$ cat config.mk
export PLATFORM = sky130hd
export DESIGN_NAME = vec_replay_ctrl
export DESIGN_NICKNAME = d
export VERILOG_FILES = /design/src/rtl/vec_replay_ctrl.sv
export SDC_FILE = /design/constraint.sdc
export NUM_CORES = 1
export LEC_CHECK = 0
export BUFFER_PORTS_ARGS = -buffer_cell sky130_fd_sc_hd__buf_2
export CAP_MARGIN = 15
export CORE_MARGIN = 4
export CORE_UTILIZATION = 50
export DETAILED_ROUTE_END_ITERATION = 8
export MAX_ROUTING_LAYER = met4
export PLACE_DENSITY = 0.74
export SETUP_SLACK_MARGIN = 0.2
export SYNTH_ARGS = -nofsm -noshare
export SYNTH_HDL_FRONTEND = slang
export SYNTH_SLANG_ARGS = --single-unit
$ cat constraint.sdc
create_clock -name i_clock -period 3.4 [get_ports i_clock]
set_input_delay 0.17 -clock i_clock [delete_from_list [all_inputs] [get_ports i_clock]]
set_output_delay 0.17 -clock i_clock [all_outputs]
set_load 0.02 [all_outputs]
$ cat src/rtl/vec_replay_ctrl.sv
// Replay sequencer: vectors loaded over a config port are played one per cycle
// onto a DUT input bus, with pause/abort and a MISR over the DUT response.
module vec_replay_ctrl #(
    parameter int                VEC_W  = 46,
    parameter int                ADDR_W = 5,
    parameter int                RESP_W = 30,
    parameter logic [RESP_W-1:0] POLY   = 30'h20000003
) (
    input  logic              i_clock,
    input  logic              i_reset,
    input  logic              i_cfg_we,
    input  logic [ADDR_W-1:0] i_cfg_addr,
    input  logic [VEC_W-1:0]  i_cfg_wdata,
    input  logic [ADDR_W:0]   i_cfg_len,
    input  logic              i_start,
    input  logic              i_pause,
    input  logic              i_abort,
    input  logic [RESP_W-1:0] i_resp_in,
    output logic [VEC_W-1:0]  o_vec_out,
    output logic              o_vec_valid,
    output logic              o_obs,
    output logic              o_busy,
    output logic              o_done,
    output logic [ADDR_W:0]   o_pc,
    output logic [RESP_W-1:0] o_signature
);

    localparam int              DEPTH  = 2**ADDR_W;
    localparam logic [ADDR_W:0] PC_ONE = 1;

    typedef enum logic [2:0] {S_IDLE, S_RUN, S_PAUSE, S_DRAIN, S_DONE} state_t;

    state_t            r_state, w_nxt;
    logic [VEC_W-1:0]  r_mem [DEPTH];
    logic [VEC_W-1:0]  r_vec_out;
    logic              r_vec_valid;
    logic              r_done;
    logic [ADDR_W:0]   r_pc;
    logic [ADDR_W:0]   r_len_q;
    logic [RESP_W-1:0] r_sig;

    logic              w_cfg_ok;
    logic              w_last;
    logic              w_apply;
    logic              w_misr_upd;
    logic [RESP_W-1:0] w_misr_nxt;
    logic [VEC_W-1:0]  w_rd;

    assign w_cfg_ok   = (r_state == S_IDLE) || (r_state == S_DONE);
    assign w_last     = (r_pc == r_len_q - PC_ONE);
    // Leaving PAUSE applies the next vector on the same edge, so RUN and PAUSE share this path.
    assign w_apply    = ((r_state == S_RUN) || (r_state == S_PAUSE)) && !i_abort && !i_pause;
    assign w_misr_upd = r_vec_valid && !i_abort;
    assign w_misr_nxt = {r_sig[RESP_W-2:0], 1'b0} ^ (r_sig[RESP_W-1] ? POLY : '0) ^ i_resp_in;
    assign w_rd       = r_mem[r_pc[ADDR_W-1:0]];

    always_ff @(posedge i_clock) begin
        if (i_reset) r_state <= S_IDLE;
        else         r_state <= w_nxt;
    end

    always_comb begin
        w_nxt = r_state;
        case (r_state)
            S_IDLE:  if (i_start) w_nxt = (i_cfg_len != '0) ? S_RUN : S_DONE;
            S_RUN,
            S_PAUSE: begin
                if      (i_abort) w_nxt = S_IDLE;
                else if (i_pause) w_nxt = S_PAUSE;
                else if (w_last)  w_nxt = S_DRAIN;
                else              w_nxt = S_RUN;
            end
            S_DRAIN: w_nxt = i_abort ? S_IDLE : S_DONE;
            S_DONE:  w_nxt = S_IDLE;
            default: w_nxt = S_IDLE;
        endcase
    end

    // RAM is not reset; writes are locked out while a replay is in flight.
    always_ff @(posedge i_clock) begin
        if (i_cfg_we && w_cfg_ok) r_mem[i_cfg_addr] <= i_cfg_wdata;
    end

    always_ff @(posedge i_clock) begin
        if (i_reset) begin
            r_vec_out   <= '0;
            r_vec_valid <= 1'b0;
            r_done      <= 1'b0;
            r_pc        <= '0;
            r_len_q     <= '0;
            r_sig       <= '0;
        end else begin
            r_done      <= (r_state == S_DONE);
            r_vec_valid <= w_apply;
            if (w_apply) begin
                r_vec_out <= w_rd;
                r_pc      <= r_pc + PC_ONE;
            end
            if ((r_state == S_IDLE) && i_start) begin
                r_sig <= '0;
                if (i_cfg_len != '0) begin
                    r_len_q <= i_cfg_len;
                    r_pc    <= '0;
                end
            end else if (w_misr_upd) begin
                r_sig <= w_misr_nxt;
            end
        end
    end

    assign o_vec_out   = r_vec_out;
    assign o_vec_valid = r_vec_valid;
    assign o_obs       = r_vec_out[VEC_W-1];
    assign o_busy      = (r_state == S_RUN) || (r_state == S_PAUSE) || (r_state == S_DRAIN);
    assign o_done      = r_done;
    assign o_pc        = r_pc;
    assign o_signature = r_sig;

endmodule

==> flow_metrics.tcl <==
set metrics [dict create \
    status "complete, no violations" \
    r2r_cells 6 \
    syn_avg_cell_area_um2 21.2 \
    drive_gt1_share_pct 25.6 \
    fin_ws_ns 0.546 \
    nNetsFinal 3255 \
    rr_startpoint "o_pc[0]" \
    rows 125 \
    setup_viol 0 \
    cts_buffer_depth 3 \
    grt.overflow.total 0 \
    tightest_slew_ns 1.15 \
    rsz0062_at_grt "no" \
    worstHoldPathType "in -> reg" \
    path_max_fanout 58 \
    post-route-min-period_ns 2.85 \
    peakVddDrop_mv 0.560 \
    place.port_buffers 178 \
    io_pins 179 \
    async_reset_ff_share_pct 0 \
    grt_pass1_wl_um 213000 \
    yosysTopAreaCellShare_pct 74.8 \
    startpoint "o_pc[0]" \
    core_area_mm2 0.117 \
    r2r-end "o_vec_out[36]" \
    cp.required_ns 4.04 \
    cts-resized-gates 0 \
    skew_ns 0.0237 \
    drtIter0Drc 4570 \
    drv_slew 0 \
    synth-edff-count 1472 \
    syn-num-nets 2877 \
    hold_depth 4 \
    clk_latency_ns 0.76 \
    cts_setup_buffers 0 \
    end_kind "flop" \
    grt_max_degree 67 \
    postPlaceCellArea_mm2 0.0629 \
    start_kind "flop" \
    drv_cap 0 \
    synth_area_mm2 0.0591 \
    dieArea_mm2 0.124 \
    slew_headroom_pct 23.5 \
    synth.area.top_cells "edfxtp_1 75%, mux4_2 11%, mux2i_1 3.3%, dfxtp_1 3.2%, a22o_1 1.3%" \
    worstPathArrival_ns 3.49 \
    grt_antenna_before_repair 6 \
    hold_violations 0 \
    htree_levels 4 \
    clk_pin_slew_worst_paths_ns 0.06 \
    yosysMostFrequentCell "edfxtp_1" \
    initial_core_util_pct 50.6 \
    cts_tree "yes" \
    die_y_um 352 \
    whs_endpoint "r_mem[27][36]" \
    seq_area_frac_synth_pct 78.0 \
    cts_root_buf "clkbuf_16" \
    globalplace.congestion 0.812 \
    track_usage_pct 24.5 \
    hpwlAfterDp_um 75700 \
    power_density_mw_per_mm2 563 \
    yosys-top-cells-count "1,472 x edfxtp_1, 276 x mux4_2, 196 x mux2i_1" \
    ant_nets 0 \
    ys_types 45 \
    syn_inst 2782 \
    dr.pass1.iters 5 \
    timing.fmax_mhz 350 \
    synth_top_flop_cell "edfxtp_1" \
    yosys_warnings 0 \
    first_global_vias 31200 \
    vias 30900 \
    hold_start "i_cfg_addr[1]" \
    cts_hold_buf 95 \
    syn_to_final_growth_pct 16.3 \
    place_worst_setup_slack_ns 0.678 \
    yosysTopAreaCell "edfxtp_1" \
    post-route-period-util_pct 83.9 \
    p_leak_nw 21.4 \
    die_x_um 352 \
    final_area_mm2 0.0687 \
    critPathKind "reg -> reg" \
    wirelength_um 146000 \
    yosys_register_bits 1565 \
    wire_per_inst_um 30.4 \
    drc 0 \
    numCtsBuffers 152 \
    rrSetupSlack_ns 0.55 \
    viasPerCell 6.41 \
    cts.sinks 1565 \
]
## flip-flops by register name, indices dropped and copies added, names as in the netlist
signal       flops
o_done           1
o_pc             6
o_signature     30
o_vec_out       46
o_vec_valid      1
r_len_q          6
r_mem         1472
r_state          3
## worst max-delay path: stages (launching register included)
cell and delay [ns]:
dfxtp_4 0.53, buf_12 0.40, mux4_2 0.58, a22o_1 0.27
a2111oi_0 0.58, a21oi_1 0.08, a22o_1 0.20
## cell type report
cell class,instances,area [um^2]
Fill cell,7938,48000
Sequential cell,1565,46100
Multi-Input combinational cell,1050,12500
Clock buffer,188,4040
Timing Repair Buffer,389,3310
Tap cell,1524,1910
Clock inverter,92,827
Antenna cell,7,17.5
Inverter,2,7.51
## report_power, final
part	switching, mW	total (mW)	internal (mW)
clock	7.07	16.3	9.26
combinational	0.702	1.12	0.413
sequential	0.0587	21.3	21.2
total	7.83	38.7	30.9
## cells by family after synthesis
| group | share of synthesized area (%) |
|---|---|
| AOI/OAI and AO/OA | 5.08 |
| DFF | 78.0 |
| xor gates and xnor gates | 0.667 |
| buffers and inverters | 1.38 |
| adders and majority gates | 0.0423 |
| and+or+nand+nor | 1.03 |
| muxes | 13.8 |
## layout by cell type (no fill, tap or decap), types with 5 or more instances in the layout
cell,count
a2111oi_0,21
a2111oi_1,17
a2111oi_2,7
a211oi_1,29
a21oi_1,91
a22o_1,90
a22oi_1,45
buf_12,48
buf_2,178
buf_4,68
bufinv_16,10
clkbuf_1,27
clkbuf_16,153
clkbuf_8,8
clkinv_1,34
clkinv_2,24
clkinv_8,5
clkinvlp_4,7
dfxtp_1,89
diode_2,7
dlygate4sd3_1,95
edfxtp_1,1472
inv_6,6
mux2i_1,196
mux4_2,276
nand2_1,8
nand3b_1,6
nor2_1,55
nor2_4,34
nor3_1,6
o221ai_1,46
o22ai_1,45
xnor2_1,38
xor2_1,7
## layer usage
metal	share of wire [%]	GRT usage, %	vias to the layer above
met1	39	33.2	16100
li1	-	-	12500
met5	0	-	-
met3	10	5.05	281
met4	2.8	7.65	0
met2	48	37.9	1956
## worst max-delay path by stage
stage | end | slack [ns]
after global placement | o_vec_out[3] | 0.65
after CTS | o_vec_out[36] | 0.59
final | o_vec_out[36] | 0.55
after floorplan | r_mem[12][0] | -0.18
after global routing | o_vec_out[35] | 0.47
after detailed placement | o_vec_out[3] | 0.68
## metrics by stage
step                      util [%]  hold WS, ns  total power, mW  instances  TNS (ns)
after CTS                     58.9        0.172             38.9       4810         0
after global routing          58.9        0.210             39.9       4816         0
after global placement        53.9        0.422             22.6       4435         0
after detailed placement      53.9        0.438             22.7       4435         0
final                         58.9        0.210             38.7       4817         0
after floorplan                  -        0.247             22.2       2782    -63.63
No activity file was read; power rests on OpenSTA's default activity.
